## config.mk

```make
export PLATFORM = sky130hd
export DESIGN_NAME = fp_mult_exception_pipe
export DESIGN_NICKNAME = d
export VERILOG_FILES = /design/src/rtl/fp_exc_pkg.sv /design/src/rtl/round_enum_pkg.sv /design/src/rtl/fp_classify.sv /design/src/rtl/fp_mult_exception_pipe.sv
export SDC_FILE = /design/constraint.sdc
export NUM_CORES = 1
export LEC_CHECK = 0
export ABC_CLOCK_PERIOD_IN_PS = 9600
export CAP_MARGIN = 5
export CORE_ASPECT_RATIO = 0.75
export CORE_UTILIZATION = 59
export DETAILED_ROUTE_END_ITERATION = 8
export DONT_BUFFER_PORTS = 1
export PLACE_DENSITY = 0.74
export REMOVE_ABC_BUFFERS = 1
export SETUP_SLACK_MARGIN = 0.1
export SYNTH_ARGS = -nofsm -noshare
export SYNTH_HDL_FRONTEND = slang
export SYNTH_SLANG_ARGS = --single-unit
```

## constraint.sdc

```tcl
create_clock -name clk -period 9.6 [get_ports clk]
set_input_delay 2.4 -clock clk [delete_from_list [all_inputs] [get_ports clk]]
set_output_delay 2.4 -clock clk [all_outputs]
set_load 0.05 [all_outputs]
```

## src/rtl/fp_exc_pkg.sv

```systemverilog
// rtl/fp_exc_pkg.sv - operand classes, flag indices and canonical FP constants
package fp_exc_pkg;

  typedef enum logic [1:0] {ZERO, INF, NAN, NORM} fp_class_t;

  localparam int FLAG_W       = 6;
  localparam int FLAG_ZERO    = 5;
  localparam int FLAG_INF     = 4;
  localparam int FLAG_NAN     = 3;
  localparam int FLAG_TINY    = 2;
  localparam int FLAG_HUGE    = 1;
  localparam int FLAG_INEXACT = 0;

  // Constants are built at a generous fixed width and sliced by the user.
  localparam int FP_MAX_W = 128;
  localparam logic [FP_MAX_W-1:0] FP_ONE = {{(FP_MAX_W-1){1'b0}}, 1'b1};

  function automatic logic [FP_MAX_W-1:0] fp_exp_ones(input int exp_w);
    return (FP_ONE << exp_w) - FP_ONE;
  endfunction

  function automatic logic [FP_MAX_W-1:0] fp_inf(input int exp_w, input int man_w);
    return fp_exp_ones(exp_w) << man_w;
  endfunction

  function automatic logic [FP_MAX_W-1:0] fp_qnan(input int exp_w, input int man_w);
    return fp_inf(exp_w, man_w) | (FP_ONE << (man_w - 1));
  endfunction

  function automatic logic [FP_MAX_W-1:0] fp_maxnorm(input int exp_w, input int man_w);
    return ((fp_exp_ones(exp_w) - FP_ONE) << man_w) | ((FP_ONE << man_w) - FP_ONE);
  endfunction

  function automatic logic [FP_MAX_W-1:0] fp_minnorm(input int man_w);
    return FP_ONE << man_w;
  endfunction

endpackage

```

## src/rtl/round_enum_pkg.sv

```systemverilog
// rtl/round_enum_pkg.sv - rounding mode enumeration shared by the FP multiplier datapath
package round_enum_pkg;

  typedef enum logic [2:0] {
    IEEE_near,
    IEEE_zero,
    IEEE_pinf,
    IEEE_ninf,
    near_up,
    away_zero
  } round_values;

endpackage

```

## src/rtl/fp_classify.sv

```systemverilog
// rtl/fp_classify.sv - combinational class decode of one FP word (denormals read as ZERO)
module fp_classify
  import fp_exc_pkg::*;
#(
  parameter int EXP_W = 8,
  parameter int MAN_W = 23
) (
  input  logic [EXP_W-1:0] exp_i,
  input  logic [MAN_W-1:0] man_i,
  output fp_class_t        cls_o
);

  always_comb begin
    cls_o = NORM;
    if (exp_i == '0)
      cls_o = ZERO;
    else if (&exp_i)
      cls_o = (man_i == '0) ? INF : NAN;
  end

endmodule

```

## src/rtl/fp_mult_exception_pipe.sv

```systemverilog
// rtl/fp_mult_exception_pipe.sv - two-stage FP multiply exception/status stage; FP_NAN_PROPAGATE_EN enables NaN payload propagation
module fp_mult_exception_pipe
  import fp_exc_pkg::*;
  import round_enum_pkg::*;
#(
  parameter  int EXP_W = 8,
  parameter  int MAN_W = 23,
  localparam int W     = 1 + EXP_W + MAN_W
) (
  input  logic              clk,
  input  logic              rst,
  input  logic              in_valid,
  output logic              in_ready,
  input  logic [W-1:0]      a,
  input  logic [W-1:0]      b,
  input  logic [W-1:0]      z_calc,
  input  logic              overflow,
  input  logic              underflow,
  input  logic              inexact,
  input  round_values       round,
  output logic              out_valid,
  input  logic              out_ready,
  output logic [W-1:0]      z,
  output logic [FLAG_W-1:0] flags,
  output logic [FLAG_W-1:0] sticky_flags,
  input  logic              sticky_clr
);

  localparam logic [FP_MAX_W-1:0] INF_X  = fp_inf(EXP_W, MAN_W);
  localparam logic [FP_MAX_W-1:0] QNAN_X = fp_qnan(EXP_W, MAN_W);
  localparam logic [FP_MAX_W-1:0] MAXN_X = fp_maxnorm(EXP_W, MAN_W);
  localparam logic [FP_MAX_W-1:0] MINN_X = fp_minnorm(MAN_W);
  localparam logic [W-2:0]        INF_M  = INF_X[W-2:0];
  localparam logic [W-2:0]        MAXN_M = MAXN_X[W-2:0];
  localparam logic [W-2:0]        MINN_M = MINN_X[W-2:0];
  localparam logic [W-1:0]        QNAN   = QNAN_X[W-1:0];
`ifdef FP_NAN_PROPAGATE_EN
  localparam logic [W-1:0]        QBIT   = {{(W-MAN_W){1'b0}}, 1'b1, {(MAN_W-1){1'b0}}};
`endif

  fp_class_t ca_c, cb_c, cz_c;

  fp_classify #(.EXP_W(EXP_W), .MAN_W(MAN_W)) u_cls_a (
    .exp_i(a[W-2:MAN_W]), .man_i(a[MAN_W-1:0]), .cls_o(ca_c));
  fp_classify #(.EXP_W(EXP_W), .MAN_W(MAN_W)) u_cls_b (
    .exp_i(b[W-2:MAN_W]), .man_i(b[MAN_W-1:0]), .cls_o(cb_c));
  fp_classify #(.EXP_W(EXP_W), .MAN_W(MAN_W)) u_cls_z (
    .exp_i(z_calc[W-2:MAN_W]), .man_i(z_calc[MAN_W-1:0]), .cls_o(cz_c));

  logic        v1_q, v2_q;
  fp_class_t   ca_q, cb_q, cz_q;
  logic        s_q, ovf_q, unf_q, inx_q;
  logic [W-1:0] zc_q;
  round_values rnd_q;
`ifdef FP_NAN_PROPAGATE_EN
  logic [W-1:0] a_q, b_q;
`endif
  logic [W-1:0]      z_d, z_q;
  logic [FLAG_W-1:0] flags_d, flags_q, sticky_q;
  logic adv1, adv2, to_inf, to_min, tiny;

  assign adv2     = !v2_q || out_ready;
  assign adv1     = !v1_q || adv2;
  assign in_ready = adv1;

  always_ff @(posedge clk or posedge rst) begin
    if (rst) begin
      v1_q  <= 1'b0;
      ca_q  <= ZERO;
      cb_q  <= ZERO;
      cz_q  <= ZERO;
      s_q   <= 1'b0;
      ovf_q <= 1'b0;
      unf_q <= 1'b0;
      inx_q <= 1'b0;
      zc_q  <= '0;
      rnd_q <= IEEE_near;
`ifdef FP_NAN_PROPAGATE_EN
      a_q   <= '0;
      b_q   <= '0;
`endif
    end else if (adv1) begin
      v1_q  <= in_valid;
      ca_q  <= ca_c;
      cb_q  <= cb_c;
      cz_q  <= cz_c;
      s_q   <= a[W-1] ^ b[W-1];
      ovf_q <= overflow;
      unf_q <= underflow;
      inx_q <= inexact;
      zc_q  <= z_calc;
      rnd_q <= round;
`ifdef FP_NAN_PROPAGATE_EN
      a_q   <= a;
      b_q   <= b;
`endif
    end
  end

  // Directed rounding picks the finite extreme when rounding toward the sign's far side.
  assign to_inf = (rnd_q == IEEE_zero) ? 1'b0 :
                  (rnd_q == IEEE_pinf) ? !s_q :
                  (rnd_q == IEEE_ninf) ? s_q  : 1'b1;
  assign to_min = (rnd_q == away_zero) || (rnd_q == IEEE_pinf && !s_q) ||
                  (rnd_q == IEEE_ninf && s_q);
  assign tiny   = unf_q || (zc_q[MAN_W-1:0] != '0);

  always_comb begin
    z_d     = zc_q;
    flags_d = '0;
    if (ca_q == NAN || cb_q == NAN || (ca_q == ZERO && cb_q == INF) ||
        (ca_q == INF && cb_q == ZERO)) begin
      z_d = QNAN;
      flags_d[FLAG_NAN] = 1'b1;
`ifdef FP_NAN_PROPAGATE_EN
      if (ca_q == NAN)
        z_d = a_q | QBIT;
      else if (cb_q == NAN)
        z_d = b_q | QBIT;
`endif
    end else if (ca_q == INF || cb_q == INF) begin
      z_d = {s_q, INF_M};
      flags_d[FLAG_INF] = 1'b1;
    end else if (ca_q == ZERO || cb_q == ZERO) begin
      z_d = {s_q, {(W-1){1'b0}}};
      flags_d[FLAG_ZERO] = 1'b1;
    end else begin
      flags_d[FLAG_INEXACT] = inx_q || ovf_q || unf_q;
      if (ovf_q) begin
        z_d = to_inf ? {s_q, INF_M} : {s_q, MAXN_M};
        flags_d[FLAG_HUGE] = 1'b1;
        flags_d[FLAG_INF]  = to_inf;
      end else if (unf_q || cz_q == ZERO) begin
        z_d = to_min ? {s_q, MINN_M} : {s_q, {(W-1){1'b0}}};
        flags_d[FLAG_ZERO] = !to_min;
        flags_d[FLAG_TINY] = tiny;
      end else if (cz_q != NORM) begin
        z_d = {s_q, INF_M};
        flags_d[FLAG_INF]  = 1'b1;
        flags_d[FLAG_HUGE] = 1'b1;
      end
    end
  end

  always_ff @(posedge clk or posedge rst) begin
    if (rst) begin
      v2_q     <= 1'b0;
      z_q      <= '0;
      flags_q  <= '0;
      sticky_q <= '0;
    end else begin
      if (adv2) begin
        v2_q <= v1_q;
        if (v1_q) begin
          z_q     <= z_d;
          flags_q <= flags_d;
        end
      end
      // Clear takes effect before the accepted result's flags are merged in.
      if (v2_q && out_ready)
        sticky_q <= (sticky_clr ? '0 : sticky_q) | flags_q;
      else if (sticky_clr)
        sticky_q <= '0;
    end
  end

  assign out_valid    = v2_q;
  assign z            = z_q;
  assign flags        = flags_q;
  assign sticky_flags = sticky_q;

endmodule

```

# Word level (Yosys, flattened, before mapping)
# Index checks and enable logic that the tools add are counted.
[totals] reg_bits=91 latch_bits=0 ramBits=0 mem_bits_ro=0 elab_cells=100 memories=0
[classes] n_addsub=0 multipliers=0 div_mod_pow=0 order_cmp=0 eq_ne=9 shifts=0 n_mux=39 n_bitwise=2 reduce_logical=36
[op_table] op="two-way mux 32 bit" count=6
[op_table] op="logical NOT 23 bit" count=3
[op_table] op="two-way mux 24 bit" count=2
[op_table] op="logical NOT 8 bit" count=3
[op_table] op="AND reduction 8 bit" count=3
[op_table] op="nonzero test 23 bit" count=1
[op_table] op="two-way mux 2 bit" count=10
[op_table] op="two-way mux 1 bit" count=16
[op_table] op="logical OR 1 bit" count=13
[op_table] op="two-way mux 6 bit" count=2
[op_table] op="two-way mux 3 bit" count=3
[op_table] op="equality test 3 x 2 -> 1 bit (second input constant)" count=2
[op_table] op="logical NOT 2 bit" count=3
[op_table] op="bitwise OR 6 bit" count=1
[op_table] op="logical AND 1 bit" count=5
[op_table] op="equality test 2 x 1 -> 1 bit (second input constant)" count=2
[op_table] op="equality test 2 bit (second input constant)" count=2
[op_table] op="logical NOT 1 bit" count=4
[op_table] op="equality test 3 x 1 -> 1 bit (second input constant)" count=1
[op_table] op="equality test 3 bit (second input constant)" count=1
[op_table] op="!= test 2 bit (second input constant)" count=1
[op_table] op="AND reduction 2 bit" count=1
[op_table] op="XOR 1 bit" count=1

# Longest topological paths before layout
[logic_depth] ltp_word=10 mapped_depth=6

# Modules after synthesis
# A second synthesis with hierarchy kept.
[hier_totals] cells_unflattened=387 hier_area_um2=4271.6
[by_module_without_submodules] module="fp_mult_exception_pipe" n_inst=1 cells_each=336 area_per_inst_um2=3903.7 seq_area_each_um2=2277.2
[by_module_without_submodules] module="fp_classify" n_inst=3 cells_each=17 area_per_inst_um2=122.6 seq_area_each_um2=0.0

# Worst setup path before layout
# Ideal clock, no wire load.
[synth_path] path_kind="input to output" startpoint="input out_ready" endpoint="output in_ready" arrival_ns=3.337 required_ns=7.200 path_slack_ns=3.863 path_stages=4 n_path_buf=1 path_cell_list="nand2b_1 > nor2_1 > inv_2 > clkbuf_1"
[synth_via] elab_chain_len=2
[synth_rtl] item="start: declaration" line_no="fp_mult_exception_pipe.sv:22" rtl="input logic out_ready,"
[synth_rtl] item="logical OR 1 bit" line_no="fp_mult_exception_pipe.sv:62" rtl="assign adv2 = !v2_q || out_ready;"
[synth_rtl] item="logical OR 1 bit" line_no="fp_mult_exception_pipe.sv:63" rtl="assign adv1 = !v1_q || adv2;"
[synth_rtl] item="end: declaration" line_no="fp_mult_exception_pipe.sv:13" rtl="output logic in_ready,"
# Every way passes these cells.

# Worst setup path in the final report
# Ends and elaborated chain as after synthesis.

==> flow_summary.toml <==
[drt]
drc_errors = 6
ant_nets = 0
firstDrtPassIters = 9
routed_via_density = 6.11
drt_iter0_drc = 232
wl_per_cell_um = 17.8
wirelength_mm = 9.55
vias = 3288

[floorplanning]
die-area_um2 = 7270
initial_utilization = 0.628
pin_count = 153
core.rowCount = 25
die_h_um = 74.1
core-area_um2 = 6510
chipWidth_um = 98.1

[logic_synthesis]
syn_area_per_cell_um2 = 8.83
syn-cell-area_um2 = 4090
synth_top_area_share = 0.557
synthArstFlopShare = 1.00
syn_inst = 463
ys_seq_area_frac = 0.557
yosysTopAreaCell = "dfrtp_1"
ys_seq_elements = 91
synthTopCellsByArea = "dfrtp_1, nand2_1, a21oi_1"
synth_edf_count = 0
synth_commonest_cells = "nand2_1, dfrtp_1, a21oi_1, o21ai_1, nor4_1"
synth_warnings = 0
yosysMostFrequentCell = "nand2_1"
synth.distinct_cells = 42
ys.flop_type = "dfrtp_1"

[setup_path]
path_class = "in2out"
path_cells = "nand2b_1, nor2_4, inv_2"
slowest_stage = "nor2_4"
path_max_fanout = 48
critPathBufInv = 1
cp_slowest_stage_delay_ps = 850
rr_worst_depth = 5
startpoint_type = "primary input"
end_kind = "output pin"
cp_num_cells = 3
worstPathArrival_ps = 4130
worst-endpoint-required_ps = 7200
critPathTopFamily = "simple AND/OR/NAND/NOR gates"

[sta]
tightest_slew_ps = 1050
setup_ws_ps = 3070
fin_hold_ws_ps = 474
setup_viol = 0
fin_tns_setup_ps = 0
max_freq_mhz = 153
finClkSkew_ps = 9.42
hold_violations = 0
relSlewSlack = 0.303
fin_crit_ps = 6530
grt_setup_unrepaired = "no"
fin_crit_sh = 0.680
maxSlewViolCount = 0

[cells_and_area]
diodes = 0
fillCellCount = 570
synthToLayoutAreaGrowth_pct = 5.73
layout-drive-gt1-share = 0.0591
nNetsFinal = 559

[clock_tree]
cts_resized = 0
clockBufferDepth = 2
cts_hold_buf = 0
cts.sinks = 91
cts_setup_buffers = 0
cts_tree = "done"
numCtsBuffers = 9
root_buffer = "clkbuf_8"
clk_pin_slew_ps = 80
clk_latency_ps = 370
htree_num_levels = 3

[grt]
grt.total_usage = 0.275
grt_pass1_vias = 3074
grt_overflow = 0
grt_pass1_wl_mm = 15.2
grt_max_degree = 84
antenna_found_initial = 0

[placed_design]
dpl.hpwl_mm = 6.64
gp_congestion = 0.772
io_buffers = 0
dp_slack_ps = 3070

[hold_path]
whs_path_depth = 2
holdCritPathClass = "reg2reg"

[pwr]
p_comb_frac = 0.121
pwr-share-seq = 0.610
switching_share = 0.391
p_sw_w = 0.000396
peakVddDrop_uv = 115
total_power_w = 0.00101
intPower_w = 0.000617
p_per_area_nw_per_um2 = 235
p_clk_frac = 0.268
leakage_nw = 1.94

[flow_run]
cap_violations = 0

[run_status]
status = "complete, but fails checks"
violations = "DRC"
## layer usage
| metal | track usage | share of wire |
|---|---|---|
| met2 | 0.418 | 0.46 |
| met1 | 0.368 | 0.45 |
| met3 | 0.109 | 0.080 |
| met4 | 0.0842 | 0.015 |
| met5 | 0 | 0 |
## logic make-up (layout without fill, tap and decap cells)
group	Yosys count	after routing	share of synthesized area
buffers and inverters	38	32	0.0389
AND/OR/NAND/NOR	228	228	0.250
flip-flops	91	91	0.557
AO/OA/AOI/OAI	100	100	0.141
multiplexers	2	2	0.00490
XOR/XNOR	4	4	0.00857
## worst register-to-register path, cell delays in order, from the launching register on
cell and delay [ps]:
dfrtp_1 670, nand2b_1 260, nor2_4 850, inv_2 630, nand2_1 270, nand2_1 80
## cell usage in the layout, fill, tap and decap left out, types with 3 or more instances in the layout
master,netlist,routed
a21oi_1,34,34
xor2_1,3,3
o21ai_1,34,34
nor4_1,26,26
buf_4,0,3
or4_1,3,3
nor2_1,16,15
nand4_1,9,9
nor3_1,6,6
dfrtp_1,91,91
clkbuf_8,0,11
inv_1,11,10
o21ai_0,10,10
nand3_1,3,3
a22o_1,7,7
nand2_1,153,153
## through the flow
stage,std cells,utilization,area (um2)
after floorplan,438,-,3980
after global placement,522,0.632,4110
after detailed placement,522,0.632,4110
after CTS,538,0.664,4320
after global routing,538,0.664,4320
final,538,0.664,4320
## power by group through the flow
stage	Combinational, W	Sequential (W)	Clock (W)
after global placement	0.000118	0.000624	0
final	0.000123	0.000619	0.000272
after global routing	0.000142	0.000627	0.000291
after floorplan	0.0000968	0.000610	0
after CTS	0.000124	0.000618	0.000274
after detailed placement	0.000124	0.000626	0
## path summary, 6_finish.rpt
kind / slack, ps / startpoint / to
worst max-delay path: 3070 / out_ready / in_ready
worst min-delay path: 470 / zc_q[28] / zc_q[28]
worst max register to register: 6730 / out_valid / zc_q[5]
worst min register to register: 470 / zc_q[28] / zc_q[28]
max in group asynchronous: 6570 / rst / z[5]
min in group asynchronous: 1780 / rst / sticky_flags[2]
## state kept, by name (all words and copies together), names as in the netlist, 2 cells and up
| register | flops |
|---|---|
| z | 32 |
| cz_q | 2 |
| sticky_flags | 6 |
| zc_q | 32 |
| ca_q | 2 |
| cb_q | 2 |
| rnd_q | 3 |
| flags | 6 |
## final cells by class
type,instances,area [um2],share of cell area
clock buffers,11,151,0.0350
clock inverters,5,60.1,0.0139
inverters,13,50.0,0.0116
multi-input cells,334,1660,0.384
flip-flops and latches,91,2280,0.527
well taps,81,101,0.0235
repair buffers,3,22.5,0.00521
No activity file was read; power rests on OpenSTA's default activity.
